`src/rtl/ex_ls_pkg.sv`:
```
// Shared types, LS op encodings and width/extension helpers
// for the load/store execution unit.
package ex_ls_pkg;

    typedef logic [31:0] word_t;
    typedef logic [4:0]  regtag_t;
    typedef logic [4:0]  regaddr_t;
    typedef logic [3:0]  sinst_t;

    // Tag value meaning "operand data is valid".
    localparam regtag_t UNLOCKED = 5'h10;

    localparam word_t LS_IO_BASE = 32'h0003_0000;

    localparam sinst_t OP_LB  = 4'd0;
    localparam sinst_t OP_LH  = 4'd1;
    localparam sinst_t OP_LW  = 4'd2;
    localparam sinst_t OP_LBU = 4'd3;
    localparam sinst_t OP_LHU = 4'd4;
    localparam sinst_t OP_SB  = 4'd5;
    localparam sinst_t OP_SH  = 4'd6;
    localparam sinst_t OP_SW  = 4'd7;

    typedef enum logic [1:0] {
        S_IDLE,
        S_ACCESS,
        S_WAIT,
        S_DONE
    } ls_state_e;

    // Unknown op codes fall through to word width.
    function automatic logic [2:0] ls_nbytes(input sinst_t op);
        logic [2:0] n;
        case (op)
            OP_LB, OP_LBU, OP_SB: n = 3'd1;
            OP_LH, OP_LHU, OP_SH: n = 3'd2;
            default:              n = 3'd4;
        endcase
        return n;
    endfunction

    function automatic logic ls_is_store(input sinst_t op);
        return (op == OP_SB) || (op == OP_SH) || (op == OP_SW);
    endfunction

    function automatic word_t ls_ext(input sinst_t op, input word_t raw);
        word_t w;
        case (op)
            OP_LB:   w = {{24{raw[7]}}, raw[7:0]};
            OP_LH:   w = {{16{raw[15]}}, raw[15:0]};
            OP_LBU:  w = {24'd0, raw[7:0]};
            OP_LHU:  w = {16'd0, raw[15:0]};
            default: w = raw;
        endcase
        return w;
    endfunction

endpackage

```
`src/rtl/ex_ls_extend.sv`:
```
// Combinational load extension and access width decode.
// Ports: op_i, raw_i -> ext_o (extended word), nbytes_o, is_store_o.
module ls_extend
    import ex_ls_pkg::*;
(
    input  sinst_t     op_i,
    input  word_t      raw_i,
    output word_t      ext_o,
    output logic [2:0] nbytes_o,
    output logic       is_store_o
);

    assign ext_o      = ls_ext(op_i, raw_i);
    assign nbytes_o   = ls_nbytes(op_i);
    assign is_store_o = ls_is_store(op_i);

endmodule

```
`src/rtl/ex_ls.sv`:
```
// Load/store execution unit: takes the LS reservation-station entry,
// performs a byte-serial access on the memory port and broadcasts the
// completion on the LS result bus (en_ls/busy_ls/ls_data/tags).
// Ports: clk, rst (async active-low), rdy, RS entry inputs (ls_*_in),
// result bus (en_ls, busy_ls, ls_data, ls_tag_out, ls_target_out),
// memory port (mem_a, mem_dout, mem_wr, mem_din).
// Macro LS_IO_STALL_EN adds io_buffer_full, which holds store bytes
// aimed at addresses >= IO_BASE.
module ex_ls
    import ex_ls_pkg::*;
#(
    parameter word_t IO_BASE = LS_IO_BASE
) (
    input  logic        clk,
    input  logic        rst,
    input  logic        rdy,
    input  logic        ls_busy_in,
    input  sinst_t      ls_op_in,
    input  word_t       ls_offset_in,
    input  regtag_t     ls_tagx_in,
    input  regtag_t     ls_tagy_in,
    input  regtag_t     ls_tagw_in,
    input  word_t       ls_datax_in,
    input  word_t       ls_datay_in,
    input  regaddr_t    ls_target_in,
    output logic        en_ls,
    output logic        busy_ls,
    output word_t       ls_data,
    output regtag_t     ls_tag_out,
    output regaddr_t    ls_target_out,
    output logic [31:0] mem_a,
    output logic [7:0]  mem_dout,
    output logic        mem_wr,
`ifdef LS_IO_STALL_EN
    input  logic        io_buffer_full,
`endif
    input  logic [7:0]  mem_din
);

    ls_state_e  state_q;
    word_t      addr_q;
    sinst_t     op_q;
    word_t      datay_q;
    regtag_t    tagw_q;
    regaddr_t   target_q;
    logic [1:0] cnt_q;
    word_t      res_q;
    logic [1:0] pidx_q;
    logic       pv_q;

    logic       en_q;
    word_t      data_q;
    regtag_t    tag_q;
    regaddr_t   tgt_q;
    word_t      mem_a_q;
    logic [7:0] mem_dout_q;
    logic       mem_wr_q;

    word_t      raw;
    word_t      ext;
    logic [2:0] nb;
    logic       st_q;
    logic [1:0] lidx;
    logic [1:0] nxt;
    logic       last;
    logic       st_in;
    logic       opnd_rdy;
    word_t      ea;
    logic       io_full;
    logic       io_hold;

    ls_extend u_ext (
        .op_i       (op_q),
        .raw_i      (raw),
        .ext_o      (ext),
        .nbytes_o   (nb),
        .is_store_o (st_q)
    );

    assign st_in    = ls_is_store(ls_op_in);
    assign opnd_rdy = (ls_tagx_in == UNLOCKED) &&
                      (!st_in || (ls_tagy_in == UNLOCKED));
    assign ea       = ls_datax_in + ls_offset_in;
    assign lidx     = 2'(nb - 3'd1);
    assign nxt      = cnt_q + 2'd1;
    assign last     = (cnt_q == lidx);

`ifdef LS_IO_STALL_EN
    assign io_full = io_buffer_full;
`else
    assign io_full = 1'b0;
`endif

    assign io_hold = io_full && (state_q == S_ACCESS) && st_q &&
                     (mem_a_q >= IO_BASE);

    // The final load byte arrives in the WAIT cycle; merge it directly.
    always_comb begin
        raw = res_q;
        raw[lidx*8 +: 8] = mem_din;
    end

    assign busy_ls       = ls_busy_in & (state_q != S_DONE);
    assign en_ls         = en_q;
    assign ls_data       = data_q;
    assign ls_tag_out    = tag_q;
    assign ls_target_out = tgt_q;
    assign mem_a         = mem_a_q;
    assign mem_dout      = mem_dout_q;
    assign mem_wr        = mem_wr_q & rdy & ~io_hold;

    // mem_din always reflects the address driven one cycle earlier, and
    // mem_a only moves when the FSM advances. Tracking that pipeline
    // independently of rdy keeps load bytes correct across stalls.
    always_ff @(posedge clk or negedge rst) begin
        if (!rst) begin
            pv_q   <= 1'b0;
            pidx_q <= 2'd0;
            res_q  <= '0;
        end else begin
            pv_q   <= (state_q == S_ACCESS) && !st_q;
            pidx_q <= cnt_q;
            if (pv_q) res_q[pidx_q*8 +: 8] <= mem_din;
        end
    end

    always_ff @(posedge clk or negedge rst) begin
        if (!rst) begin
            state_q    <= S_IDLE;
            addr_q     <= '0;
            op_q       <= OP_LW;
            datay_q    <= '0;
            tagw_q     <= UNLOCKED;
            target_q   <= '0;
            cnt_q      <= 2'd0;
            en_q       <= 1'b0;
            data_q     <= '0;
            tag_q      <= UNLOCKED;
            tgt_q      <= '0;
            mem_a_q    <= '0;
            mem_dout_q <= '0;
            mem_wr_q   <= 1'b0;
        end else if (rdy) begin
            unique case (state_q)
                S_IDLE: begin
                    if (ls_busy_in && opnd_rdy) begin
                        addr_q     <= ea;
                        op_q       <= ls_op_in;
                        datay_q    <= ls_datay_in;
                        tagw_q     <= ls_tagw_in;
                        target_q   <= ls_target_in;
                        cnt_q      <= 2'd0;
                        mem_a_q    <= ea;
                        mem_dout_q <= ls_datay_in[7:0];
                        mem_wr_q   <= st_in;
                        state_q    <= S_ACCESS;
                    end
                end
                S_ACCESS: begin
                    if (!io_hold) begin
                        if (last) begin
                            mem_wr_q <= 1'b0;
                            if (st_q) begin
                                state_q <= S_DONE;
                                en_q    <= 1'b1;
                                data_q  <= '0;
                                tag_q   <= tagw_q;
                                tgt_q   <= '0;
                            end else begin
                                state_q <= S_WAIT;
                            end
                        end else begin
                            cnt_q      <= nxt;
                            mem_a_q    <= addr_q + {30'd0, nxt};
                            mem_dout_q <= datay_q[nxt*8 +: 8];
                        end
                    end
                end
                S_WAIT: begin
                    state_q <= S_DONE;
                    en_q    <= 1'b1;
                    data_q  <= ext;
                    tag_q   <= tagw_q;
                    tgt_q   <= target_q;
                end
                S_DONE: begin
                    en_q    <= 1'b0;
                    state_q <= S_IDLE;
                end
                default: state_q <= S_IDLE;
            endcase
        end
    end

endmodule

```
`config.mk`:
```
export PLATFORM = sky130hd
export DESIGN_NAME = ex_ls
export DESIGN_NICKNAME = d
export VERILOG_FILES = /design/src/rtl/ex_ls_pkg.sv /design/src/rtl/ex_ls_extend.sv /design/src/rtl/ex_ls.sv
export SDC_FILE = /design/constraint.sdc
export NUM_CORES = 1
export LEC_CHECK = 0
export ABC_AREA = 1
export BUFFER_PORTS_ARGS = -buffer_cell sky130_fd_sc_hd__buf_2
export CORE_MARGIN = 4
export CORE_UTILIZATION = 55
export DETAILED_ROUTE_END_ITERATION = 12
export PLACE_DENSITY = 0.76
export SLEW_MARGIN = 20
export SYNTH_ARGS = -nofsm -noshare
export SYNTH_HDL_FRONTEND = slang
export SYNTH_SLANG_ARGS = --single-unit
```
`constraint.sdc`:
```
create_clock -name clk -period 3.41 [get_ports clk]
set_clock_uncertainty 0.15 [all_clocks]
set_input_delay 0.5115 -clock clk [delete_from_list [all_inputs] [get_ports clk]]
set_output_delay 0.5115 -clock clk [all_outputs]
set_load 0.05 [all_outputs]
```
Word-level counts from Yosys, hierarchy flattened
Cells that the tools add are included.
Cells by class
  add/sub/neg operators: 6
  equality and inequality tests: 20
  shift-type cells: 5
  muxes and demuxes: 32
  bitwise operators: 2
  reductions and logical operators: 23
Operator list (count)
  32-bit 2-to-1 mux: 4
  32-bit case mux with 2 select lines: 2
  32-bit case mux with 4 select lines: 1
  5-bit negation with 34-bit output: 2
  8-bit by 34-bit variable shift with 32-bit output (first input constant): 2
  8-bit by 34-bit indexed part select with 32-bit output: 2
  32-bit bitwise mux: 2
  32-bit by 2-bit adder with 32-bit output: 1
  32-bit adder: 1
  32-bit by 6-bit indexed part select with 8-bit output: 1
  4-bit by 3-bit == test with 1-bit output (second input constant): 7
  5-bit 2-to-1 mux: 4
  5-bit case mux with 2 select lines: 2
  8-bit 2-to-1 mux: 2
  8-bit case mux with 2 select lines: 1
  4-bit AND reduction: 4
  5-bit == test (second input constant): 2
  2-bit inequality test (second input constant): 5
  2-bit 2-to-1 mux: 4
  2-bit case mux with 2 select lines: 2
  2-bit case mux with 4 select lines: 1
  3-bit AND reduction: 2
  3-bit OR reduction: 2
  1-bit logical OR: 5
  17 further kinds: 27
Word-level totals
  register bits: 201
  output and inout bits: 85
  word-level logic and storage cells: 105

Logic depth before layout (Yosys ltp)
Gate-level depths: netlist of run 1.
  word-level depth: 9
  gate-level depth with buffers: 18
  mapped depth without buffers: 17

By module
Synthesis of run 1 repeated with hierarchy kept, for this count alone.
Unflattened totals
  cells, all modules: 1849
  area, all modules: 12954.9 µm²
By module, submodules not included
  ex_ls: times used 1, cells an instance 1767, area each 12533.3 µm², sequential area each 5033.6 µm²
  ls_extend: times used 1, cells an instance 82, area each 421.7 µm², sequential area each 0.0 µm²

Least setup slack after synthesis of run 1
Ideal clock, no wire load.
  kind: flip-flop to flip-flop
  start: register cnt_q[0]
  end: register mem_a_q[25] (netlist: mem_a[25])
  arrival time: 2390 ps
  setup slack: 752 ps
  stages on the path, launching flop included: 17
  path buffers: 1
  period minus slack after synthesis: 2658 ps
  cells stage by stage: dfrtp_1 -> clkbuf_1 -> nor2_1 -> nor2_2 -> ha_1 -> nand2_1 -> nand2_1 -> nand2_1 -> inv_1 -> nand2_1 -> nor2_1 -> nand2_1 -> xor2_1 -> nor2_1 -> nor2_1 -> nand2_1 -> nand2_1
On the way
  word-level cells in the longest chain between the ends: 4
  elaborated cells between the ends (all ways): 7
  those cells by class: add/sub (2); eq/ne (2); mux (2); reduce/logical (1)
Ends and longest elaborated chain
  start, declared: RTL line ex_ls.sv:46  | logic [1:0] cnt_q;
  start signal, assigned: RTL line ex_ls.sv:173  | cnt_q <= nxt;
  2-bit by 1-bit adder with 2-bit output: RTL line ex_ls.sv:85  | assign nxt = cnt_q + 2'd1;
  32-bit by 2-bit adder with 32-bit output: RTL line ex_ls.sv:174  | mem_a_q <= addr_q + {30'd0, nxt};
  32-bit 2-to-1 mux: RTL line ex_ls.sv:161  | if (last) begin
  32-bit case mux with 2 select lines: RTL line ex_ls.sv:144  | unique case (state_q)
  end signal, assigned: RTL line ex_ls.sv:174
  end, declared: RTL line ex_ls.sv:55  | word_t mem_a_q;
Several ways; a longest one is shown, not always the timed one. The select of a mux whose other input is x is not followed.
A chain may end at the register's enable or synchronous reset.

Final worst setup path of run 1
  start: register op_q[1]
  end: register data_q[23] (netlist: ls_data[23])
On the way
  word-level cells in the longest chain between the ends: 9
  elaborated cells between the ends (all ways): 23
  those cells by class: add/sub (2); eq/ne (9); shift (2); mux (4); reduce/logical (6)
Ends and longest elaborated chain
  start, declared: RTL line ex_ls.sv:42  | sinst_t op_q;
  start signal, assigned: RTL line ex_ls.sv:148  | op_q <= ls_op_in;
  4-bit by 1-bit == test with 1-bit output (tied with other cells): RTL line ex_ls_pkg.sv:34, ex_ls_pkg.sv:48
  3-bit OR reduction: RTL line ex_ls_pkg.sv:34  | case (op)
  2-bit case mux with 2 select lines: RTL line ex_ls_pkg.sv:34
  2-bit by 1-bit subtractor with 2-bit output: RTL line ex_ls.sv:84  | assign lidx = 2'(nb - 3'd1);
  5-bit negation with 34-bit output: RTL line ex_ls.sv:100  | raw[lidx*8 +: 8] = mem_din;
  8-bit by 34-bit indexed part select with 32-bit output / 8-bit by 34-bit variable shift with 32-bit output (equally long branches): RTL line ex_ls.sv:100
  32-bit bitwise mux: RTL line ex_ls.sv:100
  32-bit case mux with 4 select lines: RTL line ex_ls_pkg.sv:48  | case (op)
  32-bit case mux with 2 select lines: RTL line ex_ls.sv:144
  end signal, assigned: RTL line ex_ls.sv:182  | data_q <= ext;
  end, declared: RTL line ex_ls.sv:52  | word_t data_q;
Several ways; a longest one is shown, not always the timed one.

==> results.cfg, run 1 <==
[setup_path]
crit_type = flip-flop to flip-flop
ff2ff_setup_slack_ns = 0.48
cp_data_arrival_time_ns = 3.21
r2r-start = op_q[1]
worstReg2RegEnd = ls_data[23]
cp-end-kind = flip-flop
crit_required_ns = 3.69
critical_path_peak_fanout = 18
worstSetupStartpointType = flip-flop
r2r_cells = 13

[clock_tree]
numClockSinks = 201
ctsHtreeMaxLevel = 1
cts_tree = built
clk_pin_slew_ns = 0.06
clock_path_buffers = 3
cts_resized = 0
cts_buffers = 22
cts.root.buffer_cell = clkbuf_16
clk_latency_ns = 0.51

[synthesis]
syn_area_per_cell_um2 = 6.946
ys_seq_elements = 201
synth_cell_types = 38
synthMuxAreaShare_pct = 0
synth_top_family_by_area = simple AND/OR/NAND/NOR gates
synth-adder-area-share_pct = 5.222
yosys_warnings = 0
synth_compound_gate_area_share_pct = 10.09
netlist_area_mm2 = 0.01227
yosysTopAreaCell = dfrtp_1
synthSimpleGateAreaFrac_pct = 33.55
syn-instance-count = 1766
synth_top_area_share_pct = 40.39
syn_nets = 1948
synth_xor_area_share_pct = 2.570
seq_area_frac_synth_pct = 41.03
yosys-top-cells-area = dfrtp_1, nand2_1, inv_1, ha_1, nor2_1

[placement]
dp_slack_ns = 0.5302
dp_cells = 2230
hpwlAfterDp_um = 27960
finalWeightedCongestion = 0.9499
numPortBuffers = 216
postPlaceCellArea_mm2 = 0.01368

[timing]
finalWorstSetupSlack_ns = 0.4805
min_period_over_period_pct = 85.91
rsz0062_at_grt = no
fmax_ghz = 0.3414
setup_viol = 0
slew_headroom_pct = 47.83
drv_slew = 0
setup_tns_ns = 0
min_period_ns = 2.929
hold_viol = 0
holdWs_ns = 0.04450
tightest_slew_ns = 0.7825

[detailed_routing]
vias = 12060
vias_per_cell = 5.316
routedWlPerCell_um = 16.01
ant_nets = 0
drt_iter0_markers = 880
drcViolationCount = 0
drt-total-wl_um = 36330
drtPass1Iterations = 6

[worst_hold_path]
hp-start = ls_datay_in[8]
hold_depth = 3
min_path_type = input pin to flip-flop
min_to = datay_q[8]

[finish]
synthToLayoutAreaGrowth_pct = 17.13
final_cells = 2269
drive_above_1_share_pct = 15.13
num_antenna_cells = 0
final_nets = 2157
fin_util_pct = 65.63
fin_area_mm2 = 0.01437

[pwr]
ir_drop_mv = 0.7090
power_mw = 10.75
p_leak_nw = 8.023
powerDensity_mw_per_mm2 = 748.3

[global_routing]
grt_pass1_vias = 11460
grt_start_max_net_pins = 99
grt_usage_pct = 29.09
grt_pass1_wl_um = 58230
gr-total-overflow = 0
antenna_found_initial = 0

[run]
max-cap-violations = 0

[die]
io_pins = 217
start_util_pct = 56.04
rows = 54
core_mm2 = 0.02189
die_h_um = 157.3
die_x_um = 157.3
die_area_mm2 = 0.02476

[run_status]
outcome = complete, no violations
cell type report:
type,instances,area [um^2]
Clock buffer,35,649.4
Fill cell,2060,7523
Tap cell,280,350.3
Clock inverter,3,30.03
Sequential cell,201,5034
Timing Repair Buffer,236,1292
Multi-Input combinational cell,1328,6314
Inverter,186,698.2
state kept, by name, summed over array words and instances, names as in the netlist, 4 cells and up:
signal,count
ls_target_out,5
res_q,32
mem_dout,8
ls_tag_out,5
target_q,5
tagw_q,5
ls_data,32
op_q,4
mem_a,32
addr_q,32
datay_q,32
report_power, final:
group          internal, mW  total, mW  switching, mW
Clock                  1.31       2.26          0.950
Combinational          1.36       4.99           3.63
Sequential             3.08       3.51          0.429
Total                  5.75       10.8           5.01
cell usage in the layout (no fill, tap or decap), types with 10 or more instances in the layout:
cell / instances
a21oi_1: 61
nand3_1: 86
inv_1: 176
buf_2: 215
o22ai_1: 33
or2_2: 10
xor2_1: 20
xnor2_1: 16
o211ai_1: 20
nor3_1: 23
nor2_1: 118
nand2_1: 746
nand4_1: 18
ha_1: 47
clkbuf_16: 22
o21ai_0: 88
dfrtp_1: 198
buf_4: 15
critical path: stages (launching register included):
cell and delay (ns):
dfstp_2 0.56, inv_2 0.04, nand2_2 0.10, nor2_1 0.09, a21oi_1 0.29, ha_1 0.35, xnor2_1 0.27, nand3_2 0.11
nand2_2 0.12, nand2_2 0.08, nor3_4 0.26, buf_4 0.28, nand2_1 0.09, nand2_1 0.06
what timing repair did:
item                      4_1_cts  5_1_grt
hold endpoints to repair       82        0
hold buffers                    1        0
buffers inserted                0        0
worst max path at each step:
stage          startpoint          end  slack, ns  cells past startpoint
2_1_floorplan    cnt_q[0]    mem_a[25]       0.75                     16
3_3_place_gp     cnt_q[0]    mem_a[22]       0.58                     13
3_5_place_dp     cnt_q[1]    mem_a[22]       0.53                     13
4_1_cts           op_q[1]  ls_data[23]       0.48                     13
5_1_grt          cnt_q[0]    mem_a[30]       0.21                     14
6_report          op_q[1]  ls_data[23]       0.48                     13
cells by family (layout without fill, tap and decap cells):
kind of cell / Yosys count / after routing
AO/OA/AOI/OAI: 222 / 222
XOR/XNOR: 36 / 36
adder cells (fa/ha/maj): 50 / 50
buffers and inverters: 237 / 460
flip-flops: 201 / 201
AND/OR/NAND/NOR: 1020 / 1020
Yosys cell counts, drive strengths merged:
master  instances
dfrtp         198
dfstp           3
ha             48
o22ai          34
buf            16
clkbuf         35
xnor2          16
or2            10
nand3          89
nand4          18
o21ai          98
o211ai         20
o31ai           2
nand3b          1
o21bai          5
nor3           24
inv           182
clkinv          4
a21o            1
and2            4
nand2         752
a21oi          61
a221oi          1
nor2          122
xor2           20
fa              2
metal layers:
metal	global-route usage (%)	share of wire, %	up-vias
met3	2.942	5.7	98
met1	38.08	41	5539
li1	-	-	6014
met2	49.22	48	410
met4	12.78	4.8	0
met5	0	0	-
Note: power is estimated with default switching activity, not from simulation.
==> run 2: changes to the inputs <==
==> constraint.sdc (replaced) <==
create_clock -name clk -period 3.41 [get_ports clk]
set_clock_uncertainty 0.15 [all_clocks]
set_input_delay 0.682 -clock clk [delete_from_list [all_inputs] [get_ports clk]]
set_output_delay 0.682 -clock clk [all_outputs]
set_load 0.05 [all_outputs]
==> run 2 against run 1 <==
Compared with the run above:
- sequential power about the same
- largest cell class unchanged
- critical path type unchanged
- critical path depth increased by 1
- combinational power about the same
- routed wire length about the same
- sequential share of layout area decreased by 0.18 points
- count of clock-buffer cells in the layout decreased by 7
- power increased by 2.1%
- first-iteration DRC count decreased by 10%
- hold slack got worse by 0.030 ns
- via count decreased by 0.12%
- cell count about the same
==> results.cfg, run 2 (synthesis results as in run 1) <==
[clock_tree]
numClockSinks = 201
clk_pin_slew_ns = 0.06
clock_path_buffers = 3
ctsHtreeMaxLevel = 1
postCtsHoldBufs = 0
cts_resized = 0
cts_buffers = 22
cts_tree = built
post-cts-setup-buffers = 0
cts.root.buffer_cell = clkbuf_16
clk_latency_ns = 0.52

[setup_path]
worstReg2RegEnd = mem_a[18]
crit_type = flip-flop to flip-flop
cp-end-kind = flip-flop
r2r_cells = 14
critical_path_peak_fanout = 11
ff2ff_setup_slack_ns = 0.46
worstSetupStartpointType = flip-flop
cp_slowest_cell = dfrtp_1
cp_data_arrival_time_ns = 3.19
crit_required_ns = 3.65
path_cells = nand2_1 > clkinv_1 > nor2_2 > fa_1 > nand3_1 > nor2_1 > nand2_1 > nor2_1 > nand3_1 > xnor2_1 > nor2_1 > nor2_1 > nand2_1 > nand2_1
r2r-start = cnt_q[1]
cp_slowest_stage_delay_ns = 0.49

[timing]
slew_headroom_pct = 54.91
fmax_ghz = 0.3391
drv_slew = 0
tightest_slew_ns = 0.6763
holdWs_ns = 0.01496
rsz0062_at_grt = no
min_period_ns = 2.949
min_period_over_period_pct = 86.47
setup_viol = 0
hold_viol = 0
setup_tns_ns = 0

[run]
max-cap-violations = 0

[placement]
dp_cells = 2228
hpwlAfterDp_um = 27840
numPortBuffers = 216
finalWeightedCongestion = 0.9833

[global_routing]
grt_start_max_net_pins = 75
grt_usage_pct = 29.19
antenna_found_initial = 0
gr-total-overflow = 0
grt_pass1_wl_um = 58300
grt_pass1_vias = 11750

[detailed_routing]
routedWlPerCell_um = 16.02
ant_nets = 0
drcViolationCount = 0
drt_iter0_markers = 790
drtPass1Iterations = 7
vias = 12050
vias_per_cell = 5.314
drt-total-wl_um = 36320

[die]
die_x_um = 157.3
die_h_um = 157.3
die_area_mm2 = 0.02476
start_util_pct = 56.04
core_mm2 = 0.02189
rows = 54
io_pins = 217

[pwr]
ir_drop_mv = 0.5685
switching_share_pct = 45.81
p_leak_nw = 8.067
powerDensity_mw_per_mm2 = 759.9
clockPowerShare_pct = 22.7
p_seq_share_pct = 32.1
p_switching_mw = 5.027
power.internal_mw = 5.948
pwr-share-comb_pct = 45.2
power_mw = 10.97

[finish]
final_cells = 2267
fin_util_pct = 65.98
drive_above_1_share_pct = 15.45
final_nets = 2154
layout_commonest_cell = nand2_1
synthToLayoutAreaGrowth_pct = 17.74
most-common-layout-cells = nand2_1, buf_2, dfrtp_1
num_antenna_cells = 0
fillCellCount = 1985

[run_status]
outcome = complete, no violations

[worst_hold_path]
min_path_type = input pin to asynchronous set/reset pin
-- run 2: cell types whose count changed in the layout (fill, tap and decap cells not counted), sizes merged --
cell	before	now
clkbuf	36	29
clkinv	6	11
bufinv	0	3
buf	234	232
clkinvlp	0	1
dlygate4sd3	1	0
inv	183	182
-- run 2: final cells by class --
class	count	area, um^2	area share, %
Tap cell	280	350.3	2.426
Inverter	186	698.2	4.834
Sequential cell	201	5034	34.85
Clock inverter	11	143.9	0.9963
Multi-Input combinational cell	1328	6314	43.71
Timing Repair Buffer	233	1280	8.863
Clock buffer	28	623.1	4.314
-- run 2: worst max-delay path: cells and delay by family (launching register included) --
| kind | cells | cell delay, ns |
|---|---|---|
| fa+ha+maj | 1 | 0.27 |
| simple gates | 11 | 1.53 |
| xor+xnor | 1 | 0.15 |
| buf+inv | 1 | 0.26 |
| flops | 1 | 0.49 |
-- run 2: worst max-delay path by stage --
stage / to / depth (start not counted) / slack [ns] / start
after floorplan: mem_a[25] / 16 / 0.75 / cnt_q[0]
after global placement: addr_q[22] / 15 / 0.59 / ls_offset_in[0]
after detailed placement: addr_q[22] / 15 / 0.52 / ls_offset_in[0]
after CTS: mem_a[18] / 14 / 0.45 / cnt_q[1]
after global routing: mem_a[30] / 14 / 0.18 / cnt_q[0]
final: mem_a[18] / 14 / 0.46 / cnt_q[1]
-- run 2: stage by stage --
step	cell area [um^2]	worst slack, ns
after CTS	14440	0.4474
final	14440	0.4614
after detailed placement	13680	0.5232
after global placement	13680	0.5861
after floorplan	12270	0.7521
after global routing	14440	0.1841
-- run 2: per-layer routing --
metal | track usage, % | part of all wire, % | wire length [um]
met1 | 36.48 | 40 | 14530
met2 | 50.72 | 49 | 17790
met3 | 2.722 | 5.3 | 1943
met5 | 0 | 0 | 0
met4 | 14.50 | 5.6 | 2049
-- run 2: power by group through the flow --
stage / Combinational (mW) / Clock [mW] / Sequential [mW]
2_1_floorplan: 2.25 / 0 / 4.85
3_3_place_gp: 4.89 / 0 / 3.53
3_5_place_dp: 4.97 / 0 / 3.54
4_1_cts: 4.99 / 2.54 / 3.52
5_1_grt: 5.46 / 2.63 / 3.59
6_report: 4.96 / 2.50 / 3.52
